--- src/rtl/prog_loader_ctrl.sv ---
// rtl/prog_loader_ctrl.sv - byte-stream program loader: length header, word assembly, imem/dmem write strobes
module prog_loader_ctrl #(
  parameter int ADDR_LEN  = 32,
  parameter int MAX_BYTES = 8192
) (
  input  logic                clk,
  input  logic                reset,
  input  logic                in_valid,
  input  logic [7:0]          in_data,
  output logic                in_ready,
  output logic                prog_loading,
  output logic [ADDR_LEN-1:0] prog_loadaddr,
  output logic [127:0]        prog_loaddata,
  output logic                prog_dmem_we,
  output logic                prog_imem_we,
  output logic                done,
  output logic                err
);

  typedef enum logic [1:0] {S_HDR, S_DATA, S_FLUSH, S_DONE} state_t;

  state_t              r_state, w_state_next;
  logic [31:0]         r_cnt, r_len, r_word;
  logic [23:0]         r_hdr;
  logic                r_run;
  logic                r_err, r_dmem_we, r_imem_we;
  logic [ADDR_LEN-1:0] r_loadaddr;
  logic [127:0]        r_loaddata;

  logic                w_acc, w_last, w_wr;
  logic [31:0]         w_len, w_word;
  logic [ADDR_LEN-1:0] w_flush_addr, w_word_addr;

  assign in_ready      = r_run && (r_state == S_HDR || r_state == S_DATA);
  assign prog_loading  = (r_state != S_DONE);
  assign done          = (r_state == S_DONE);
  assign err           = r_err;
  assign prog_loadaddr = r_loadaddr;
  assign prog_loaddata = r_loaddata;
  assign prog_dmem_we  = r_dmem_we;
  assign prog_imem_we  = r_imem_we;

  // Bytes land at their little-endian lane; a fresh word starts zeroed so a short tail is zero-filled.
  always_comb begin
    w_acc        = in_valid && in_ready;
    w_len        = {in_data, r_hdr};
    w_word       = (r_cnt[1:0] == 2'd0) ? 32'h0 : r_word;
    w_word[{r_cnt[1:0], 3'b000} +: 8] = in_data;
    w_last       = (r_cnt + 32'd1 == r_len);
    w_wr         = w_acc && (r_state == S_DATA) && (r_cnt[1:0] == 2'd3 || w_last);
    w_flush_addr = r_loadaddr + ADDR_LEN'(4);
    w_word_addr  = ADDR_LEN'({r_cnt[31:2], 2'b00});
  end

  always_comb begin
    w_state_next = r_state;
    case (r_state)
      S_HDR: begin
        if (w_acc && r_cnt[1:0] == 2'd3) begin
          if (w_len > 32'(MAX_BYTES) || w_len == 32'd0) w_state_next = S_DONE;
          else                                         w_state_next = S_DATA;
        end
      end
      S_DATA: begin
        if (w_wr && w_last) w_state_next = (r_cnt[3:2] == 2'd3) ? S_DONE : S_FLUSH;
      end
      S_FLUSH: begin
        if (w_flush_addr[3:2] == 2'd3) w_state_next = S_DONE;
      end
      default: w_state_next = S_DONE;
    endcase
  end

  always_ff @(posedge clk or posedge reset) begin
    if (reset) r_state <= S_HDR;
    else       r_state <= w_state_next;
  end

  always_ff @(posedge clk or posedge reset) begin
    if (reset) begin
      r_cnt      <= 32'd0;
      r_len      <= 32'd0;
      r_hdr      <= 24'd0;
      r_word     <= 32'd0;
      r_run      <= 1'b0;
      r_err      <= 1'b0;
      r_dmem_we  <= 1'b0;
      r_imem_we  <= 1'b0;
      r_loadaddr <= '0;
      r_loaddata <= 128'd0;
    end else begin
      r_run     <= 1'b1;
      r_dmem_we <= 1'b0;
      r_imem_we <= 1'b0;
      case (r_state)
        S_HDR: begin
          if (w_acc) begin
            case (r_cnt[1:0])
              2'd0: r_hdr[7:0]   <= in_data;
              2'd1: r_hdr[15:8]  <= in_data;
              2'd2: r_hdr[23:16] <= in_data;
              default: begin
                r_len <= w_len;
                if (w_len > 32'(MAX_BYTES)) r_err <= 1'b1;
              end
            endcase
            r_cnt <= (r_cnt[1:0] == 2'd3) ? 32'd0 : r_cnt + 32'd1;
          end
        end
        S_DATA: begin
          if (w_acc) begin
            r_word <= w_word;
            r_cnt  <= r_cnt + 32'd1;
          end
          if (w_wr) begin
            r_loaddata <= {w_word, r_loaddata[127:32]};
            r_loadaddr <= w_word_addr;
            r_dmem_we  <= 1'b1;
            r_imem_we  <= (r_cnt[3:2] == 2'd3);
          end
        end
        S_FLUSH: begin
          r_loaddata <= {32'h0, r_loaddata[127:32]};
          r_loadaddr <= w_flush_addr;
          r_imem_we  <= (w_flush_addr[3:2] == 2'd3);
        end
        default: ;
      endcase
    end
  end

endmodule

--- config.mk ---
export PLATFORM = sky130hd
export DESIGN_NAME = prog_loader_ctrl
export DESIGN_NICKNAME = d
export VERILOG_FILES = /design/src/rtl/prog_loader_ctrl.sv
export SDC_FILE = /design/constraint.sdc
export NUM_CORES = 1
export LEC_CHECK = 0
export BUFFER_PORTS_ARGS = -buffer_cell sky130_fd_sc_hd__buf_2
export CORE_AREA = 2 2 167 169
export CTS_CLUSTER_SIZE = 12
export DETAILED_ROUTE_END_ITERATION = 10
export DIE_AREA = 0 0 169 171
export PLACE_DENSITY_LB_ADDON = 0.3
export SKIP_CTS_REPAIR_TIMING = 1
export SYNTH_ARGS = -nofsm -noshare
export SYNTH_HDL_FRONTEND = slang
export SYNTH_SLANG_ARGS = --single-unit
--- constraint.sdc ---
create_clock -name clk -period 10 [get_ports clk]
set_input_delay 2 -clock clk [delete_from_list [all_inputs] [get_ports clk]]
set_output_delay 2 -clock clk [all_outputs]
set_load 0.02 [all_outputs]
==> results of run 1 <==
## metrics by stage
step	instance area [µm²]	setup slack, ps
detailed placement	15100	4820
global placement	15100	4900
global route	16000	4420
floorplan	14100	164
finish	16000	4700
CTS	16000	4830
## synth_stat cells, types with 10 or more instances
library cell	count
nand3_1	48
a21oi_1	43
o21ai_0	76
xor2_1	16
nand4_1	29
buf_2	19
mux2_4	78
nor2b_1	10
mux2_2	106
or2_2	10
ha_1	14
dfrtp_1	284
clkbuf_1	65
and3_1	16
inv_1	28
nor4_1	19
o2bb2ai_1	16
nor3_1	44
buf_6	10
nor2_1	51
o31ai_1	14
nand2_1	120
a22oi_1	24
xnor2_1	35
## layer usage
metal  part of all wire  track usage
met4              0.014       0.0513
met3              0.067       0.0335
met2               0.45        0.355
met1               0.47        0.354
met5                  0            0
## worst max path at each step
stage                                    to  slack, ps  cells after the start
after floorplan                         err        160                      1
after global placement    prog_loaddata[54]       4900                     12
after detailed placement  prog_loaddata[49]       4820                     11
after CTS                 prog_loaddata[49]       4830                     11
after global routing      prog_loaddata[21]       4420                     11
final                     prog_loaddata[21]       4700                     11
## logic make-up (layout without fill, tap and decap cells)
kind of cell / count (synthesis) / count (layout) / synth area share
simple gates: 383 / 383 / 0.136
flops: 284 / 284 / 0.503
compound gates: 228 / 228 / 0.104
mux: 188 / 188 / 0.170
buf+inv: 128 / 264 / 0.0416
xor+xnor: 52 / 52 / 0.0332
fa+ha+maj: 14 / 14 / 0.0124
other cells: 2 / 3 / 0.000531
## cell type report
type,count,area (µm²)
fill,2299,11300
sequential,284,7110
timing repair buffer,185,966
tap,346,433
clock buffer,43,850
multi-input combinational,868,6460
clock inverter,7,75.1
inverter,29,116
## critical path: stages, from the launching register on
cell and delay (ps):
dfrtp_1 510, nand4_1 510, or4_1 710, nor4_1 450, xnor2_1 180, nand4_1 100, or4_4 470, o211ai_4 180
buf_4 390, nand2_8 470, buf_4 600, mux2_4 430
## power by group through the flow
stage          registers (µW)  clock network [µW]  logic (µW)
2_1_floorplan            1170                   0        24.9
3_3_place_gp             1170                   0        38.2
3_5_place_dp             1170                   0        38.7
4_1_cts                  1150                1080        38.8
5_1_grt                  1150                1130        42.8
6_report                 1150                1060        36.8
## registers in the layout, indices dropped and copies added, names as in the netlist
name / cells
r_word: 32
prog_imem_we: 1
r_state: 2
r_len: 32
prog_dmem_we: 1
r_run: 1
prog_loaddata: 128
err: 1
prog_loadaddr: 30
r_cnt: 32
r_hdr: 24
==> run metrics, run 1 <==
placer's final routability congestion estimate around 0.96; number of global-route vias before repair between 9k and 10k; average footprint of a synthesized cell 11.1 µm²; number of nets in the final layout 1423; final wirelength approximately 34000 µm; FP Rows 61; initial standard-cell utilization of the core 0.517; total power density per cell area around 140 mW/mm²; Net Sw Frac 0.214; vertical die dimension 171 µm; final setup violation count 0; Worst setup EP type flop; result of the run completed; DR iter-0 viols between 800 and 900; count of flip-flops with a built-in enable after synthesis 0; Util after Layout 0.586; synth-to-layout area growth 13.3%; CTS Root Buffer Type clkbuf_16; cell-internal power around 1800 µW; Std-Cell Core Area about 0.027 mm²; required time of the worst setup path around 10000 ps; clock tree sinks around 280; maximum fanout along the worst path ~80; Ys Warns 0; largest area contributor in the synthesized netlist dfrtp_1; launching instance or port of the critical path r_cnt[10]; depth of the worst register-to-register path 11; routed wire length per instance 19.5 µm; number of nets with antenna violations after routing 0; fin cells between 1.5k and 2k; DR vias about 10k; Placed Instances ~1.7k; HPWL reported at the end of detailed placement approximately 23000 µm; Yosys reg bits 284; minimum clock period around 5300 ps; critical register-to-register path startpoint r_cnt[10]; maximum number of pins on one net before global-route repair between 100 and 150; leakage power summed over all cells ~0.008 µW; launch instance of the worst min-delay path r_word[15]; arrival time worst endpoint roughly 5800 ps; actual transition at the worst max-transition pin just under 1000 ps; total die area about 0.029 mm²; TritonCTS clock tree built; launching element type of the critical path flop; clock-pin slew of the registers on the worst-case setup and hold paths roughly 60 ps; f_max 189 MHz; commonest non-fill, non-tap cell in the layout dfrtp_1; top flip-flop cell by instance count after synthesis dfrtp_1; Syn Inst Count roughly 1.3k; share of the synthesized area in the top cell type 0.503; net switching power between 400 and 500 µW; endpoint of the worst hold path r_word[15]; sum of negative setup slack 0 ps; number of optimization iterations in the first detailed-route pass 5; worst rel slew slack 0.337; clock latency on the worst-skew pair about 560 ps; initial antenna violation count 0; ranking of synthesized cells by area dfrtp_1 (50%), mux2_2 (8.4%), mux2_4 (8.3%), nand2_1 (3.2%), o21ai_0 (2.7%); number of H-tree levels 1; IR drop worst, VDD between 100 and 150 µV; I/O pin total 177; most used cells in the layout excluding fill and tap cells dfrtp_1 (284), buf_2 (174), nand2_1 (120); TritonCTS Buffers 30; unrepaired setup endpoints after global routing false; Port Buf Inserts between 150 and 200; Clock power frac 0.471; PnR Total Power 2250 µW; total grt overflow 0; Post-Route Skew between 8 and 9 ps; Final Slew Violations 0; cell area after synthesis between 0.01 and 0.015 mm²; Hold WC Path Type reg -> reg; share of the yosys chip area belonging to registers 0.503; Die W between 150 and 200 µm; share of final-layout standard cells stronger than drive strength 1 0.306; r2r endpoint prog_loaddata[21]; Worst Hold Depth 2; fraction of power consumed by combinational cells 0.016; power share of the sequential group 0.512; fraction of registers with async set or reset after synthesis 1.00; worst-case clock buffer depth 3; worst setup slack for register-to-register paths approximately 4700 ps; final worst-path cycle share 0.530; WHS approximately 470 ps; DRC violation count after routing 0; number of distinct library cell variants in the gate-level netlist after synthesis between 60 and 70; worst setup path category reg -> reg; detail-routed via count per cell between 5 and 6; maximum capacitance violations 0; final hold violation count 0; global-route wire length before repair between 50000 and 60000 µm; ant diodes 0; total global routing track utilization 0.233
Power figures use the tool's default switching activity.
==> inputs of run 2 (changes only) <==
==> constraint.sdc (replaced) <==
create_clock -name clk -period 4.6 [get_ports clk]
set_input_delay 0.92 -clock clk [delete_from_list [all_inputs] [get_ports clk]]
set_output_delay 0.92 -clock clk [all_outputs]
set_load 0.02 [all_outputs]
==> run 2 against run 1 <==
Effect of this change:
- flip-flop and latch count unchanged
- clock power increased by 130%
- clock-buffer cell count rose by 2
- worst setup slack got worse by 4100 ps
- core utilization is 1.1 points higher
- global-route usage is 0.49 points higher
- cell count increased by 1.5%
- clock skew increased by 1.5 ps
- design area rose by 1.9%
- register-to-register slack worse by 4100 ps
- hold slack improved by 4.0 ps
- non-clock buffer count grew 22
- highest routed layer is now met5
==> run metrics, run 2 (synthesis gave the netlist of run 1 again) <==
net switching power around 1100 µW; Std-Cell Core Area roughly 0.027 mm²; placer's final routability congestion estimate 0.991; Final Slew Violations 0; clock latency on the worst-skew pair roughly 570 ps; clock tree sinks between 200 and 300; FP Rows just over 60; final hold violation count 0; I/O pin total 177; result of the run completed; Die W ~170 µm; share of final-layout standard cells stronger than drive strength 1 0.320; arrival time worst endpoint about 4400 ps; most used cells in the layout excluding fill and tap cells dfrtp_1 (284), buf_2 (174), nand2_1 (120); Post-Route Skew 10.3 ps; actual transition at the worst max-transition pin around 1100 ps; Port Buf Inserts between 150 and 200; global-route wire length before repair 55600 µm; Net Sw Frac 0.216; detail-routed via count per cell between 5 and 6; cell-internal power around 3900 µW; final worst-path cycle share 0.867; maximum number of pins on one net before global-route repair 79; final wirelength approximately 35000 µm; WHS around 470 ps; f_max around 250 MHz; Hold WC Path Type reg -> reg; total power density per cell area just over 300 mW/mm²; minimum clock period between 3000 and 4000 ps; unrepaired setup endpoints after global routing false; routed wire length per instance between 15 and 20 µm; number of nets with antenna violations after routing 0; power share of the sequential group 0.498; IR drop worst, VDD between 200 and 300 µV; total global routing track utilization 0.238; ant diodes 0; required time of the worst setup path about 5100 ps; synth-to-layout area growth 15.5%; initial antenna violation count 1; maximum fanout along the worst path 28; final setup violation count 0; total grt overflow 0; number of H-tree levels 1; TritonCTS Buffers 31; leakage power summed over all cells a little over 0.008 µW; Worst setup EP type flop; total die area 0.0289 mm²; DR iter-0 viols between 1k and 1.5k; initial standard-cell utilization of the core 0.517; Largest register FFs around 130; worst rel slew slack 0.240; clock-pin slew of the registers on the worst-case setup and hold paths about 60 ps; worst setup path category reg -> reg; launching element type of the critical path flop; number of nets in the final layout 1446; fraction of power consumed by combinational cells 0.017; worst-case clock buffer depth 3; number of fillers in the final layout 2256; HPWL reported at the end of detailed placement 23900 µm; number of global-route vias before repair ~10k; CTS Root Buffer Type clkbuf_16; number of optimization iterations in the first detailed-route pass 5; Util after Layout 0.597; maximum capacitance violations 0; DRC violation count after routing 0; DR vias between 10k and 15k; Clock power frac 0.485; vertical die dimension approximately 170 µm; TritonCTS clock tree built; commonest non-fill, non-tap cell in the layout dfrtp_1
## run 2: changes by cell type in the layout (fill, tap and decap cells not counted), moves of 2 or more
cell / before / now
buf_4: 10 / 26
buf_12: 1 / 7
clkbuf_8: 5 / 8
clkbuf_1: 8 / 6
clkinvlp_4: 0 / 2
## run 2: area by class of cell
type                            count  area (µm²)  area share
Clock inverter                      9        91.3     0.00560
Sequential cell                   284        7110       0.435
Timing Repair Buffer              207        1210      0.0739
Inverter                           29         113     0.00690
Multi-Input combinational cell    868        6460       0.396
Clock buffer                       45         908      0.0557
Tap cell                          346         433      0.0265
## run 2: critical path, cell delays in order, from the launching register on
cell and delay, ps:
dfrtp_1 490, nand4_1 280, buf_4 240, or4_1 530, nor4_1 420, xnor2_1 190
nand4_1 110, or4_4 460, o211ai_4 250, nand2_8 250, buf_4 320, mux2_4 330
## run 2: per-stage QoR
stage | total power [µW] | setup TNS (ps) | instances | setup slack, ps | cell area (µm²)
6_report | 5020 | 0 | 1788 | 611 | 16300
5_1_grt | 5180 | 0 | 1788 | 371 | 16300
4_1_cts | 5070 | 0 | 1788 | 647 | 16300
3_5_place_dp | 2630 | 0 | 1734 | 679 | 15300
3_3_place_gp | 2630 | 0 | 1734 | 760 | 15300
2_1_floorplan | 2600 | -23650 | 1280 | -83.3 | 14100
## run 2: final timing paths
check                            from                 to  slack (ps)  depth (start not counted)
min in group asynchronous       reset  prog_loadaddr[30]         630                          2
max reg2reg                 r_cnt[12]  prog_loaddata[33]         610                         11
min reg2reg                r_word[15]         r_word[15]         470                          2
min                        r_word[15]         r_word[15]         470                          2
max                         r_cnt[12]  prog_loaddata[33]         610                         11
max in group asynchronous       reset  prog_loaddata[85]        3050                          3
## run 2: metal layers
metal | vias to the layer above | part of all wire | track usage
met5 | - | 0.00032 | 0
met4 | 2 | 0.017 | 0.0561
met3 | 52 | 0.069 | 0.0416
met2 | 345 | 0.45 | 0.364
met1 | 5299 | 0.46 | 0.354
li1 | 4869 | - | -
## run 2: power groups by stage
stage | Sequential [µW] | Combinational [µW] | Clock, µW
floorplan | 2550 | 54.5 | 0
global placement | 2540 | 88.9 | 0
detailed placement | 2540 | 90.2 | 0
CTS | 2500 | 90.3 | 2480
global route | 2500 | 99.8 | 2580
finish | 2500 | 86.4 | 2430
